$ cat config.mk
export PLATFORM = sky130hd
export DESIGN_NAME = neuron_accumulator
export DESIGN_NICKNAME = d
export VERILOG_FILES = /design/src/rtl/perceptron_pkg.sv /design/src/rtl/fixed_mul.sv /design/src/rtl/neuron_accumulator.sv
export SDC_FILE = /design/constraint.sdc
export NUM_CORES = 2
export LEC_CHECK = 0
export BUFFER_PORTS_ARGS = -buffer_cell sky130_fd_sc_hd__clkbuf_2
export CAP_MARGIN = 20
export CORE_ASPECT_RATIO = 0.75
export CORE_UTILIZATION = 60
export DETAILED_ROUTE_END_ITERATION = 6
export PLACE_DENSITY_LB_ADDON = 0.05
export SETUP_SLACK_MARGIN = 0.4
export SLEW_MARGIN = 20
export SYNTH_ARGS = -nofsm -noshare
export SYNTH_HDL_FRONTEND = slang
export SYNTH_SLANG_ARGS = --single-unit
export TNS_END_PERCENT = 100
$ cat constraint.sdc
create_clock -name clk -period 11.1 [get_ports clk]
set_input_delay 1.11 -clock clk [delete_from_list [all_inputs] [get_ports clk]]
set_output_delay 1.11 -clock clk [all_outputs]
set_load 0.005 [all_outputs]
$ cat src/rtl/perceptron_pkg.sv
// Shared types, fixed-point constants and output saturation for the perceptron datapath.
package perceptron_pkg;

  localparam int DATA_W    = 32;
  localparam int FRAC_BITS = 15;
  localparam int FIXED_ONE = 1 << FRAC_BITS;
  localparam int ACC_W     = 56;

  typedef enum logic [1:0] {
    IDLE,
    ACCUM,
    DONE
  } state_t;

  localparam logic signed [63:0] SAT_MAX = (64'sd1 <<< (DATA_W - 1)) - 64'sd1;
  localparam logic signed [63:0] SAT_MIN = -(64'sd1 <<< (DATA_W - 1));

  // Clamp a wide signed value into the DATA_W signed range.
  function automatic logic [DATA_W-1:0] sat_to_data(input logic signed [63:0] v);
    logic [DATA_W-1:0] r;
    if (v > SAT_MAX) begin
      r = {1'b0, {(DATA_W-1){1'b1}}};
    end else if (v < SAT_MIN) begin
      r = {1'b1, {(DATA_W-1){1'b0}}};
    end else begin
      r = v[DATA_W-1:0];
    end
    return r;
  endfunction

endpackage

$ cat src/rtl/fixed_mul.sv
// Combinational signed fixed-point multiply; the full product is shifted right
// arithmetically by FRAC_BITS, so the result rounds toward minus infinity.
module fixed_mul #(
  parameter int DATA_W    = 32,
  parameter int FRAC_BITS = 15
) (
  input  logic signed [DATA_W-1:0]           a_i,
  input  logic signed [DATA_W-1:0]           b_i,
  output logic signed [2*DATA_W-FRAC_BITS-1:0] p_o
);

  localparam int FULL_W = 2 * DATA_W;
  localparam int OUT_W  = 2 * DATA_W - FRAC_BITS;

  logic signed [FULL_W-1:0] full;

  assign full = FULL_W'(a_i) * FULL_W'(b_i);
  // Bits dropped by the cast are copies of the sign, so no information is lost.
  assign p_o  = OUT_W'(full >>> FRAC_BITS);

endmodule

$ cat src/rtl/neuron_accumulator.sv
// Weighted-sum stage of the perceptron: bias + sum(x*w) over N_INPUTS pairs,
// saturated to DATA_W and handed downstream over valid/ready.
module neuron_accumulator #(
  parameter int N_INPUTS  = 4,
  parameter int DATA_W    = perceptron_pkg::DATA_W,
  parameter int FRAC_BITS = perceptron_pkg::FRAC_BITS,
  parameter int ACC_W     = perceptron_pkg::ACC_W
) (
  input  logic              clk,
  input  logic              rst_n,
  input  logic              start,
  input  logic [DATA_W-1:0] bias,
  output logic              busy,
  input  logic              in_valid,
  output logic              in_ready,
  input  logic [DATA_W-1:0] x_in,
  input  logic [DATA_W-1:0] w_in,
  output logic              sum_valid,
  input  logic              sum_ready,
  output logic [DATA_W-1:0] sum_out
);

  import perceptron_pkg::state_t;
  import perceptron_pkg::IDLE;
  import perceptron_pkg::ACCUM;
  import perceptron_pkg::DONE;
  import perceptron_pkg::sat_to_data;

  localparam int PROD_W = 2 * DATA_W - FRAC_BITS;
  localparam int CNT_W  = (N_INPUTS > 1) ? $clog2(N_INPUTS) : 1;
  localparam logic [CNT_W-1:0] LAST_IDX = CNT_W'(N_INPUTS - 1);

  state_t                   state_q;
  logic signed [ACC_W-1:0]  acc_q;
  logic signed [ACC_W-1:0]  acc_d;
  logic [CNT_W-1:0]         count_q;
  logic [DATA_W-1:0]        sum_q;
  logic                     sum_valid_q;
  logic signed [PROD_W-1:0] prod;

  fixed_mul #(
    .DATA_W   (DATA_W),
    .FRAC_BITS(FRAC_BITS)
  ) u_mul (
    .a_i(x_in),
    .b_i(w_in),
    .p_o(prod)
  );

  always_comb begin
    acc_d = acc_q + ACC_W'(prod);
  end

  assign in_ready  = (state_q == ACCUM);
  assign busy      = (state_q != IDLE);
  assign sum_valid = sum_valid_q;
  assign sum_out   = sum_q;

  always_ff @(posedge clk) begin
    if (!rst_n) begin
      state_q     <= IDLE;
      acc_q       <= '0;
      count_q     <= '0;
      sum_q       <= '0;
      sum_valid_q <= 1'b0;
    end else begin
      case (state_q)
        IDLE: begin
          if (start) begin
            acc_q   <= ACC_W'($signed(bias));
            count_q <= '0;
            state_q <= ACCUM;
          end
        end
        ACCUM: begin
          if (in_valid) begin
            acc_q   <= acc_d;
            count_q <= count_q + CNT_W'(1);
            // The final pair goes straight to the output register, saving a cycle.
            if (count_q == LAST_IDX) begin
              sum_q       <= sat_to_data(64'(acc_d));
              sum_valid_q <= 1'b1;
              state_q     <= DONE;
            end
          end
        end
        DONE: begin
          if (sum_ready) begin
            sum_valid_q <= 1'b0;
            state_q     <= IDLE;
          end
        end
        default: state_q <= IDLE;
      endcase
    end
  end

endmodule

# Yosys cells after proc, flatten, opt, wreduce, memory -nomap -nowiden
# Cells that the tools add are included.
# word_totals
reg_bits,93
inputBits,101
out_inout_bits,35
word_cells,42
# classes
addsub,2
mul,1
order_cmp,2
n_eq_ne,7
n_mux,17
reduce_logical,8
# op_table
cell,n
56-bit two-way mux,2
56-bit case mux with 2 select lines,1
32-bit by 32-bit multiplier with 64-bit output,1
32-bit two-way mux,2
56-bit by 49-bit adder with 56-bit output,1
"56-bit by 32-bit > comparator with 1-bit output, second input constant",1
"56-bit by 32-bit less-than comparator with 1-bit output, second input constant",1
2-bit two-way mux,6
4-bit AND reduction,2
"2-bit inequality test, second input constant",3
2-bit case mux with 3 select lines,1
3-bit AND reduction,2
2-bit nonzero test,3
"2-bit == test, second input constant",2
2-bit case mux with 2 select lines,1
1-bit two-way mux,3
"2-bit by 1-bit adder with 2-bit output, second input constant",1
"2-bit by 1-bit == test with 1-bit output, second input constant",1
2-bit zero test,1
"2-bit by 1-bit inequality test with 1-bit output, second input constant",1
1-bit case mux with 2 select lines,1

# Longest topological paths before layout
# logic_depth
depth_word,5
mapped_depth,45
depth_no_buf,41

# Modules after synthesis
# From an unflattened synthesis, not the netlist that was laid out.
# hier_totals
cells_unflattened,4879
area_unflattened_um2,44073.5
# by_module_without_submodules
mod,instances,cells_each,area_each_um2,seq_area_each_um2
fixed_mul,1,3824,35878.2,0.0
neuron_accumulator,1,1055,8195.4,1861.8

# Least setup slack after synthesis
# OpenSTA, ideal clock, no wires.
# synth_path
path_kind,input -> register
start,in w_in[2]
end,"reg sum_q[1], in the netlist sum_out[1]"
setup_time_ns,0.121
t_arrival_ns,11.408
required_time_ns,10.979
setup_slack_ns,-0.429
stages,37
path_buffers,3
cell_sequence,clkbuf_1 > nand2_1 > inv_1 > fa_1 > fa_1 > fa_1 > inv_1 > fa_1 > inv_1 > fa_1 > fa_1 > inv_1 > fa_1 > inv_1 > fa_1 > ha_1 > and4_1 > a221o_1 > o31a_1 > o21a_1 > o21ai_0 > nand2b_1 > xor2_1 > ha_1 > clkbuf_1 > a21oi_1 > o21ai_0 > a2111oi_0 > nor3_1 > a221o_1 > or3_1 > a2111oi_0 > nor4b_1 > a41oi_1 > nor2_4 > buf_4 > a211oi_2
# synth_between
elab_chain_cells,5
word_cells_on_any_way,6
classes_between,add/sub: 1; mul: 1; order compare: 2; mux: 2
# synth_lines
element,line,source
start: declaration,neuron_accumulator.sv:17,"input logic [DATA_W-1:0] w_in,"
32-bit by 32-bit multiplier with 64-bit output *,fixed_mul.sv:17,assign full = FULL_W'(a_i) * FULL_W'(b_i);
56-bit by 49-bit adder with 56-bit output *,neuron_accumulator.sv:51,acc_d = acc_q + ACC_W'(prod);
56-bit by 32-bit less-than comparator with 1-bit output,perceptron_pkg.sv:23,end else if (v < SAT_MIN) begin
32-bit two-way mux,perceptron_pkg.sv:23,
32-bit two-way mux *,perceptron_pkg.sv:21,if (v > SAT_MAX) begin
end signal: assignment,neuron_accumulator.sv:81,sum_q <= sat_to_data(64'(acc_d));
end: declaration,neuron_accumulator.sv:37,logic [DATA_W-1:0] sum_q;
# Every way passes the cells marked *; elsewhere a longest branch is shown, timed or not.
# A chain may end at the register's enable or synchronous reset.

# Worst setup path after layout
# layout_path
start,in w_in[2]
end,"reg sum_q[7], in the netlist sum_out[7]"
# The elaborated chain is that of the path after synthesis.

==> flow_summary.json <==
{
  "drt_iter0_drc": 2320,
  "yosys_warnings": 0,
  "fin_nets": 6735,
  "die-height_um": 234,
  "dieArea_sq_mm": 0.0725,
  "max_stage_delay_ns": 0.62,
  "post-route-period-util_pct": 103,
  "routed_wirelength_um": 116000,
  "grt_max_degree": 93,
  "vias_per_cell": 5.44,
  "synthCells": 4699,
  "worst_slew_pin_slew_ns": 1.08,
  "cts_tree": "built",
  "overflow": 0,
  "cap_violations": 0,
  "hold_viol": 0,
  "layout_commonest_cell": "fa_1",
  "cts_root_buf": "clkbuf_16",
  "critPathRequiredTime_ns": 11.40,
  "cts_max_level": 3,
  "drc": 0,
  "num_vias": 34100,
  "ys_async_sr_fraction_pct": 0,
  "cp-end-kind": "register",
  "die_w_um": 311,
  "portBuffers": 135,
  "ys.flop_type": "dfxtp_1",
  "start_util_pct": 60.9,
  "syn-cell-area_sq_mm": 0.0429,
  "outcome": "finished, violations left",
  "nFillCells": 5388,
  "final_cell_mix": "1060 x fa_1, 961 x inv_1, 627 x buf_4, 584 x nand2_1, 522 x and2_1",
  "drive_gt1_share_pct": 20.6,
  "area_growth_pct": 20.0,
  "rsz0062_at_grt": "yes",
  "fin_skew_ns": 0.0137,
  "synth_edf_count": 0,
  "wl_per_cell_um": 18.5,
  "critPathLaunchType": "input port",
  "cts.sinks": 93,
  "crit_type": "in2reg",
  "setup_viol": 31,
  "crit_path_frequent_cell": "fa_1",
  "dr.pass1.iters": 5,
  "worstSkewPairLatency_ns": 0.38,
  "clkTransAtPathRegs_ns": 0.09,
  "yosysSeqAreaShare_pct": 4.34,
  "cp_data_arrival_time_ns": 11.72,
  "holdBufCountCts": 0,
  "period_minus_slack_ns": 11.42,
  "grt.total_usage_pct": 33.6,
  "place.gp.congestion": 0.936,
  "cts_buffers": 9,
  "grt_pass1_vias": 36400,
  "io-pin-count": 136,
  "rows": 84,
  "violations": "setup timing",
  "grt_first_pass_wirelength_um": 192000,
  "timing.slew.headroom_pct": 28.2,
  "clock.fmax_mhz": 87.6,
  "ys_ff_latch": 93,
  "cp_max_fo": 6,
  "antenna_found_initial": 5,
  "hp-class": "reg2reg",
  "slew_viol_final": 0,
  "ant_nets": 0,
  "cpMaxStageDelayCell": "fa_1",
  "clockBufferDepth": 2,
  "hpwl_um": 98800,
  "whs_ns": 0.461,
  "finalWorstSetupSlack_ns": -0.316,
  "synth_nets": 6127,
  "coreArea_sq_mm": 0.0704,
  "syn_area_per_cell_sq_um": 9.12,
  "yosysUniqueCellTypes": 82
}
-- cell families after synthesis --
family                     after synthesis  share of synthesized area [%]
AOI/OAI and AO/OA                      516                           8.30
xor gates and xnor gates                95                           1.94
muxes                                    2                         0.0467
and+or+nand+nor                       1444                           16.9
DFF                                     93                           4.34
adders and majority gates             1327                           57.7
buffers and inverters                 1222                           10.8
-- path summary, 6_finish.rpt --
kind / slack [ns] / endpoint / depth (start not counted) / startpoint
worst max-delay path: -0.32 / sum_out[7] / 43 / w_in[2]
worst min-delay path: 0.46 / sum_out[31] / 2 / sum_out[31]
worst max register to register: 6.64 / sum_out[7] / 19 / acc_q[0]
worst min register to register: 0.46 / sum_out[31] / 2 / sum_out[31]
-- per-layer routing --
metal  vias up  part of all wire, %  track usage, %
met3       171                  6.2            4.08
met1     17500                   43            47.7
met5         -                0.044               0
met4         8                  2.2            7.17
li1      15400                    -               -
met2      1052                   48            55.8
-- synthesized netlist by cell type, drive strengths merged, types with 10 or more instances --
master | count | area, sq um
o21a | 32 | 240
buf | 12 | 109
nor2 | 117 | 447
nand3 | 26 | 130
o221ai | 29 | 254
ha | 245 | 3070
nand2b | 26 | 163
and2 | 532 | 3330
nor3 | 35 | 175
a21o | 46 | 347
o21ai | 103 | 519
dfxtp | 93 | 1860
or3 | 10 | 62.6
and3 | 11 | 70.1
o21bai | 13 | 97.6
fa | 1082 | 21700
xnor2 | 63 | 552
nand2 | 605 | 2280
nor2b | 12 | 75.1
inv | 970 | 3640
a21oi | 150 | 826
a211oi | 13 | 108
a21boi | 35 | 263
o221a | 14 | 158
xor2 | 32 | 280
clkbuf | 240 | 901
nand4 | 33 | 206
o211ai | 16 | 120
-- timing repair --
action / 4_1_cts / 5_1_grt
pin swaps: 57 / 56
gates cloned: 8 / 2
gates resized for setup: 127 / 88
endpoints found under the setup margin: 37 / 55
setup buffers: 27 / 21
-- worst max-delay path, delay by kind of cell --
family / cells / cell delay (ns)
XOR/XNOR: 2 / 0.27
AO/OA/AOI/OAI: 10 / 2.20
adder cells (fa/ha/maj): 10 / 4.72
buffers and inverters: 9 / 1.15
AND/OR/NAND/NOR: 12 / 2.28
-- metrics by stage --
stage	area [sq um]	worst slack [ns]	TNS, ns	cells	utilization [%]
2_1_floorplan	43200	0.191	0	4699	-
3_3_place_gp	49600	-0.717	-21.95	6184	70.4
3_5_place_dp	49600	-0.774	-24.10	6184	70.4
4_1_cts	50900	-0.172	-3.97	6235	72.3
5_1_grt	51400	-0.629	-18.27	6259	73.1
6_report	51400	-0.316	-7.76	6259	73.1
-- cell type report --
| type | count | area, sq um | area share, % |
|---|---|---|---|
| Clock inverter | 7 | 91.3 | 0.178 |
| Multi-Input combinational cell | 3384 | 37300 | 72.5 |
| Inverter | 970 | 3640 | 7.08 |
| Clock buffer | 9 | 225 | 0.438 |
| Timing Repair Buffer | 849 | 7140 | 13.9 |
| Tap cell | 946 | 1180 | 2.30 |
| Sequential cell | 93 | 1860 | 3.62 |
| Antenna cell | 1 | 2.50 | 0.00486 |
-- flip-flops by register name, indices dropped and copies added (netlist names) --
register	cells
state_q	2
acc_q	56
sum_out	32
count_q	2
sum_valid	1
Power is left out: the tool's default activity adds up to more than one toggle a clock period on the data nets, which glitch-free logic cannot reach.
